===== src/rtl/arb_out_buffer.sv =====
// Elastic output buffer between the arbiter and the readout FIFO, with word/loss counters.
// Optional feature: define ARB_OUT_MARKER_EN to insert a loss-marker word after an overflow episode.
module arb_out_buffer #(
   parameter int DEPTH_LOG2   = 4,
   parameter int READY_MARGIN = 3
) (
   input  logic        BUS_CLK,
   input  logic        BUS_RST,
   input  logic        ARB_WRITE_IN,
   input  logic [31:0] ARB_DATA_IN,
   output logic        ARB_READY_OUT,
   input  logic        FIFO_FULL,
   input  logic        FIFO_NEAR_FULL,
   output logic        FIFO_WRITE,
   output logic [31:0] FIFO_DATA,
   input  logic        CLEAR_CNT,
   output logic [31:0] WORD_CNT,
   output logic [15:0] LOST_CNT,
   output logic        OVERFLOW
);

   localparam int DEPTH = 1 << DEPTH_LOG2;
   localparam logic [DEPTH_LOG2:0] FILL_MAX    = (DEPTH_LOG2+1)'(DEPTH);
   localparam logic [DEPTH_LOG2:0] READY_LIMIT = (DEPTH_LOG2+1)'(DEPTH - READY_MARGIN);

`ifdef ARB_OUT_MARKER_EN
   typedef enum logic [1:0] {ACCEPT, BLOCKED, MARK} state_t;
`else
   typedef enum logic [1:0] {ACCEPT, BLOCKED} state_t;
`endif

   state_t state, state_next;

   logic [31:0]           mem [DEPTH];
   logic [DEPTH_LOG2-1:0] wr_ptr, rd_ptr;
   logic [DEPTH_LOG2:0]   fill, fill_next;
   logic                  full, empty, pop, push, drop, in_mark, mark_next;
   logic [31:0]           push_data;

   assign full  = (fill == FILL_MAX);
   assign empty = (fill == '0);
   assign pop   = !empty && !FIFO_FULL;

`ifdef ARB_OUT_MARKER_EN
   logic drop_seen;

   assign in_mark   = (state == MARK);
   assign mark_next = (state_next == MARK);
   assign push_data = in_mark ? {4'hF, 12'h000, LOST_CNT} : ARB_DATA_IN;
`else
   assign in_mark   = 1'b0;
   assign mark_next = 1'b0;
   assign push_data = ARB_DATA_IN;
`endif

   // While marking, the buffer slot belongs to the marker, so any arbiter word is lost
   assign push      = !full && (ARB_WRITE_IN || in_mark);
   assign drop      = ARB_WRITE_IN && (full || in_mark);
   assign fill_next = fill + (DEPTH_LOG2+1)'(push) - (DEPTH_LOG2+1)'(pop);

   always_comb begin
      state_next = state;
      case (state)
         ACCEPT: begin
            if (fill_next == FILL_MAX) state_next = BLOCKED;
         end
         BLOCKED: begin
            if (fill_next != FILL_MAX && !drop) begin
`ifdef ARB_OUT_MARKER_EN
               state_next = drop_seen ? MARK : ACCEPT;
`else
               state_next = ACCEPT;
`endif
            end
         end
`ifdef ARB_OUT_MARKER_EN
         MARK: begin
            if (push) state_next = (fill_next == FILL_MAX) ? BLOCKED : ACCEPT;
         end
`endif
         default: state_next = ACCEPT;
      endcase
   end

   always_ff @(posedge BUS_CLK) begin
      if (push) mem[wr_ptr] <= push_data;
   end

`ifdef ARB_OUT_MARKER_EN
   always_ff @(posedge BUS_CLK) begin
      if (BUS_RST)                        drop_seen <= 1'b0;
      else if (state == BLOCKED && drop)  drop_seen <= 1'b1;
      else if (state_next != BLOCKED)     drop_seen <= 1'b0;
   end
`endif

   always_ff @(posedge BUS_CLK) begin
      if (BUS_RST) begin
         wr_ptr        <= '0;
         rd_ptr        <= '0;
         fill          <= '0;
         state         <= ACCEPT;
         ARB_READY_OUT <= 1'b0;
         FIFO_WRITE    <= 1'b0;
         FIFO_DATA     <= '0;
      end else begin
         if (push) wr_ptr <= wr_ptr + DEPTH_LOG2'(1);
         if (pop) begin
            rd_ptr    <= rd_ptr + DEPTH_LOG2'(1);
            FIFO_DATA <= mem[rd_ptr];
         end
         fill          <= fill_next;
         state         <= state_next;
         FIFO_WRITE    <= pop;
         ARB_READY_OUT <= !FIFO_NEAR_FULL && (fill_next <= READY_LIMIT) && !mark_next;
      end
   end

   // A clear request takes priority over any increment in the same cycle
   always_ff @(posedge BUS_CLK) begin
      if (BUS_RST || CLEAR_CNT) begin
         WORD_CNT <= '0;
         LOST_CNT <= '0;
         OVERFLOW <= 1'b0;
      end else begin
         if (pop) WORD_CNT <= WORD_CNT + 32'd1;
         if (drop && LOST_CNT != 16'hFFFF) LOST_CNT <= LOST_CNT + 16'd1;
         if (drop) OVERFLOW <= 1'b1;
      end
   end

endmodule


===== config.mk =====
export PLATFORM = sky130hd
export DESIGN_NAME = arb_out_buffer
export DESIGN_NICKNAME = d
export VERILOG_FILES = /design/src/rtl/arb_out_buffer.sv
export SDC_FILE = /design/constraint.sdc
export NUM_CORES = 1
export LEC_CHECK = 0
export ABC_CLOCK_PERIOD_IN_PS = 9230
export BUFFER_PORTS_ARGS = -buffer_cell sky130_fd_sc_hd__buf_2
export CAP_MARGIN = 25
export CORE_UTILIZATION = 35
export DETAILED_ROUTE_END_ITERATION = 8
export GPL_TIMING_DRIVEN = 0
export PLACE_DENSITY_LB_ADDON = 0.25
export SYNTH_ARGS = -nofsm -noshare
export SYNTH_HDL_FRONTEND = slang
export SYNTH_SLANG_ARGS = --single-unit

===== constraint.sdc =====
create_clock -name BUS_CLK -period 9.23 [get_ports BUS_CLK]
set_input_delay 0.923 -clock BUS_CLK [delete_from_list [all_inputs] [get_ports BUS_CLK]]
set_output_delay 0.923 -clock BUS_CLK [all_outputs]
set_load 0.01 [all_outputs]

**Word-level counts from Yosys, hierarchy flattened**

Memories as Yosys holds them, arrays and structs flattened. A register that Yosys moved wholly into a read port is not among the register bits.
Index checks and enable logic that the tools add are counted.

- Bits in registers: 64
- Bits in writable memories: 512
- Input port bits: 38
- Memories: 1

Memories:

| memory | words | width | read ports | clocked after Yosys merged registers in | write ports | RTL line | RTL |
|---|---|---|---|---|---|---|---|
| mem | 16 | 32 | 1 | 1 | 1 | 34 | `logic [31:0] mem [DEPTH];` |

- Add/subtract/negate cells: 6
- Order comparisons: 1
- Eq/ne operators: 2
- Muxes and demuxes: 2
- Reduce and logical (&&, ||, !) cells: 11

Operators by type and width:

| cell | count |
|---|---|
| adder 32 x 1 -> 32 bit, second input constant | 1 |
| adder 16 x 1 -> 16 bit, second input constant | 1 |
| != test 16 bit, second input constant | 1 |
| adder 4 x 1 -> 4 bit, second input constant | 2 |
| adder 5 x 1 -> 5 bit | 1 |
| == test 5 bit, second input constant | 1 |
| <= comparator 5 x 4 -> 1 bit, second input constant | 1 |
| logical AND 1 bit | 5 |
| logical NOT 5 bit | 1 |
| subtractor 5 x 1 -> 5 bit | 1 |
| logical NOT 1 bit | 4 |
| two-way mux 1 bit | 2 |
| logical OR 1 bit | 1 |

**Longest topological paths before layout**

- Word-level depth: 7
- Gate-level depth with buffers: 15
- Mapped depth without buffers: 14

**Worst setup path after synthesis**

Ideal clock, no wire load.

- Path kind: input to register
- Start point: input ARB_WRITE_IN
- End point: memory mem[0][0], enable pin
- Arrival: 3632 ps
- Path slack: 5137 ps
- Stages: 4
- Buffers on the path: 0
- Cell sequence: inv_1 > nor2_1 > nand2_1 > nor3_1

- Longest elaborated chain between the ends: 3

Ends and longest elaborated chain:

| item | RTL line | RTL |
|---|---|---|
| start: declaration | 9 | `input logic ARB_WRITE_IN,` |
| logical AND 1 bit | 57 | `assign push = !full && (ARB_WRITE_IN \|\| in_mark);` |
| two-way mux 1 bit | 86 | `if (push) mem[wr_ptr] <= push_data;` |
| two-way mux 1 bit (not written as such) | 86 |  |
| end: declaration | 34 |  |

Every way passes these cells.

**Worst setup path after layout**

- Start point: register fill[3]
- End point: register ARB_READY_OUT

- Elaborated cells on any way between the ends: 10
- Classes of those cells: add/sub: 2; order compare: 1; eq/ne: 1; reduce/logical: 6

RTL lines:

| item | RTL line | RTL |
|---|---|---|
| start: declaration | 36 | `logic [DEPTH_LOG2:0] fill, fill_next;` |
| start signal: assignment | 112 | `fill <= fill_next;` |
| logical NOT 5 bit | 41 | `assign empty = (fill == '0);` |
| logical NOT 1 bit | 42 | `assign pop = !empty && !FIFO_FULL;` |
| logical AND 1 bit | 42 |  |
| via pop | 37 | `logic full, empty, pop, push, drop, in_mark, mark_next;` |
| subtractor 5 x 1 -> 5 bit | 59 | `assign fill_next = fill + (DEPTH_LOG2+1)'(push) - (DEPTH_LOG2+1)'(pop);` |
| <= comparator 5 x 4 -> 1 bit | 115 | `ARB_READY_OUT <= !FIFO_NEAR_FULL && (fill_next <= READY_LIMIT) && !mark_next;` |
| logical AND 1 bit | 115 |  |
| end signal: assignment | 115 |  |
| end: declaration | 11 | `output logic ARB_READY_OUT,` |

The timed path passes the listed nets, and every way through them passes these cells.
A chain may end at the register's enable or synchronous reset.

==> results.yml <==
finish:
  n_antenna_cell: 0
  nets: 1539
  area_growth_pct: 18.9
  fill_cells: 6000
  instances_no_fill: 2412
  final_core_utilization: 0.420
  drive_gt1_frac: 0.267
routing:
  drt_wl_total_um: 58400
  firstDrtPassIters: 5
  drc: 0
  wl_per_cell_um: 24.2
  vias: 12900
  drt_iter0_drc: 1227
  ant_nets: 0
  viasPerCell: 5.35
cts:
  numCtsBuffers: 66
  cts-htree-levels: 3
  postCtsHoldBufs: 0
  cts_root_buf: "clkbuf_16"
  cts.repair.resized: 0
  clock_path_buffers: 3
  clock_latency_ps: 610
  clk_pin_slew_worst_paths_ps: 50
  cts_tree: "yes"
  cts_setup_buffers: 0
  cts.sinks: 608
critical_path:
  startpoint_type: "flop"
  endpoint_kind: "flop"
  crit_required_ps: 9730
  reg2regPathDepth: 15
  crit_type: "flop to flop"
  r2r_end: "ARB_READY_OUT"
  startpoint: "fill[3]"
  cp.arrival_ps: 4080
  ff2ff_setup_slack_ps: 5650
  critPathMaxFanout: 10
  r2r-start: "fill[3]"
  crit_path_end: "ARB_READY_OUT"
timing:
  max-slew-margin-rel: 0.250
  fin_crit_sh: 0.387
  tightestPinTransition_ps: 1130
  final.min_clock_period_ps: 3580
  fmax_ghz: 0.280
  tns_ps: 0
  hold_viol_final: 0
  skew_ps: 39.6
  setup_viol: 0
  rsz0062_at_grt: "no"
  finalMaxSlewViolations: 0
worst_hold_path:
  min_path_type: "flop to flop"
  holdPathStages: 2
floorplanning:
  dieArea_um2: 68700
  initial_utilization: 0.353
  rows: 95
  fp.dieH_um: 262
  die_w_um: 262
  io-pin-count: 121
  fp.coreArea_um2: 67000
global_route:
  track_usage: 0.174
  grt_pass1_wl_um: 86600
  antenna_found_initial: 3
  grt_max_degree: 22
  overflow: 0
  grt_pass1_vias: 13200
placed_design:
  hpwlAfterDp_um: 37500
  place_inst: 2291
  place_congestion: 0.822
  port_buffers: 120
yosys:
  avgSynthCellArea_um2: 18.7
  ys_types: 52
  ys_ff_latch: 608
  synth_edf_count: 512
  synth_ff_type: "edfxtp_1"
  yosys_warnings: 0
  async_flop_share: 0
  syn_nets: 1318
  syn-cell-area_um2: 23700
  synthCells: 1266
  yosysSeqAreaShare: 0.730
power:
  ir_drop_uv: 179
  p_per_area_nw_per_um2: 244
  power_leakage_nw: 9.04
flow_run:
  cap_violations: 0
status:
  status: "finished clean"
[worst max-delay path, cell delays in order, from the launching register on]
cell and delay (ps):
dfxtp_1 320, inv_1 80, ha_1 200, or4b_1 560, nand2b_1 110, buf_2 360, inv_2 160, ha_1 320
inv_1 60, ha_1 160, inv_1 60, fa_1 400, nand2b_1 160, a21oi_1 170, o21ai_0 120, a221oi_1 240
[through the flow]
step	setup slack, ps	power [mW]	area, um^2	hold WS (ps)
after global routing	5310	7.12	28200	510
after detailed placement	5650	4.34	26000	465
after global placement	2040	4.30	25400	451
after CTS	5620	6.93	28100	478
final	5650	6.86	28200	470
after floorplan	5140	3.92	23700	482
[kinds of logic after synthesis]
logic type | count (synthesis) | share of synthesized area
xor gates and xnor gates | 18 | 0.00665
AOI/OAI and AO/OA | 91 | 0.0280
adders and majority gates | 14 | 0.00771
DFF | 608 | 0.730
and+or+nand+nor | 246 | 0.0590
buffers and inverters | 84 | 0.0142
muxes | 205 | 0.154
[cells in the mapped netlist (all sizes together), types with 4 or more instances]
| cell | number | area (um^2) |
|---|---|---|
| a21oi | 25 | 125 |
| and3 | 7 | 43.8 |
| and4 | 5 | 43.8 |
| buf | 23 | 108 |
| clkbuf | 45 | 169 |
| dfxtp | 96 | 1920 |
| edfxtp | 512 | 15400 |
| ha | 13 | 163 |
| inv | 16 | 60.1 |
| mux2i | 77 | 771 |
| mux4 | 128 | 2880 |
| nand2 | 42 | 158 |
| nand2b | 5 | 31.3 |
| nand3 | 19 | 95.1 |
| nand3b | 34 | 255 |
| nand4 | 20 | 125 |
| nand4b | 4 | 35.0 |
| nor2 | 47 | 176 |
| nor3 | 12 | 60.1 |
| nor4 | 6 | 43.8 |
| o21ai | 5 | 25.0 |
| o221ai | 33 | 289 |
| o31ai | 11 | 82.6 |
| o41ai | 4 | 35.0 |
| or3 | 19 | 119 |
| or4 | 12 | 90.1 |
| xnor2 | 12 | 105 |
| xor2 | 6 | 52.6 |
[worst min-delay path by stage]
| stage | startpoint | endpoint | slack [ps] |
|---|---|---|---|
| 5_1_grt | WORD_CNT[31] | WORD_CNT[31] | 510 |
| 2_1_floorplan | wr_ptr[1] | wr_ptr[1] | 480 |
| 6_report | OVERFLOW | OVERFLOW | 470 |
| 3_3_place_gp | OVERFLOW | OVERFLOW | 450 |
| 4_1_cts | OVERFLOW | OVERFLOW | 480 |
| 3_5_place_dp | OVERFLOW | OVERFLOW | 470 |
[layer usage]
layer | part of all wire | track usage | vias up
met1 | 0.43 | 0.239 | 6739
met5 | 0.00075 | 0 | -
met2 | 0.48 | 0.284 | 422
met3 | 0.065 | 0.0377 | 82
met4 | 0.019 | 0.0397 | 6
li1 | - | - | 5647
[state kept, by name, summed over array words and instances (netlist names), 4 cells and up]
signal / flops
fill: 5
WORD_CNT: 32
FIFO_DATA: 32
wr_ptr: 4
LOST_CNT: 16
rd_ptr: 4
mem: 512
[report_power, final]
| part | switching (mW) | internal (mW) | leakage (nW) | total (mW) |
|---|---|---|---|---|
| clock | 1.07 | 1.51 | 1.03 | 2.59 |
| sequential | 0.0645 | 3.11 | 5.40 | 3.18 |
| combinational | 0.619 | 0.473 | 2.60 | 1.09 |
[placed cells by master (no fill, tap or decap), drive strengths merged, types with 11 or more instances in the layout]
cell,instances
edfxtp,512
xnor2,12
o31ai,11
clkinv,16
or4,12
nand4,20
nand3,19
mux2i,77
dfxtp,96
nand2,42
ha,13
nor2,47
or3,19
clkbuf,141
inv,19
a21oi,25
mux4,128
nand3b,34
buf,176
nor3,12
o221ai,33
[area by class of cell]
type	count	area (um^2)	area share
multi-input combinational	574	6170	0.219
tap	873	1090	0.0388
timing repair buffer	153	1140	0.0406
clock buffer	96	1850	0.0655
sequential	608	17300	0.614
clock inverter	24	274	0.00973
buffer	68	277	0.00982
inverter	16	60.1	0.00213
Power figures use the tool's default switching activity.
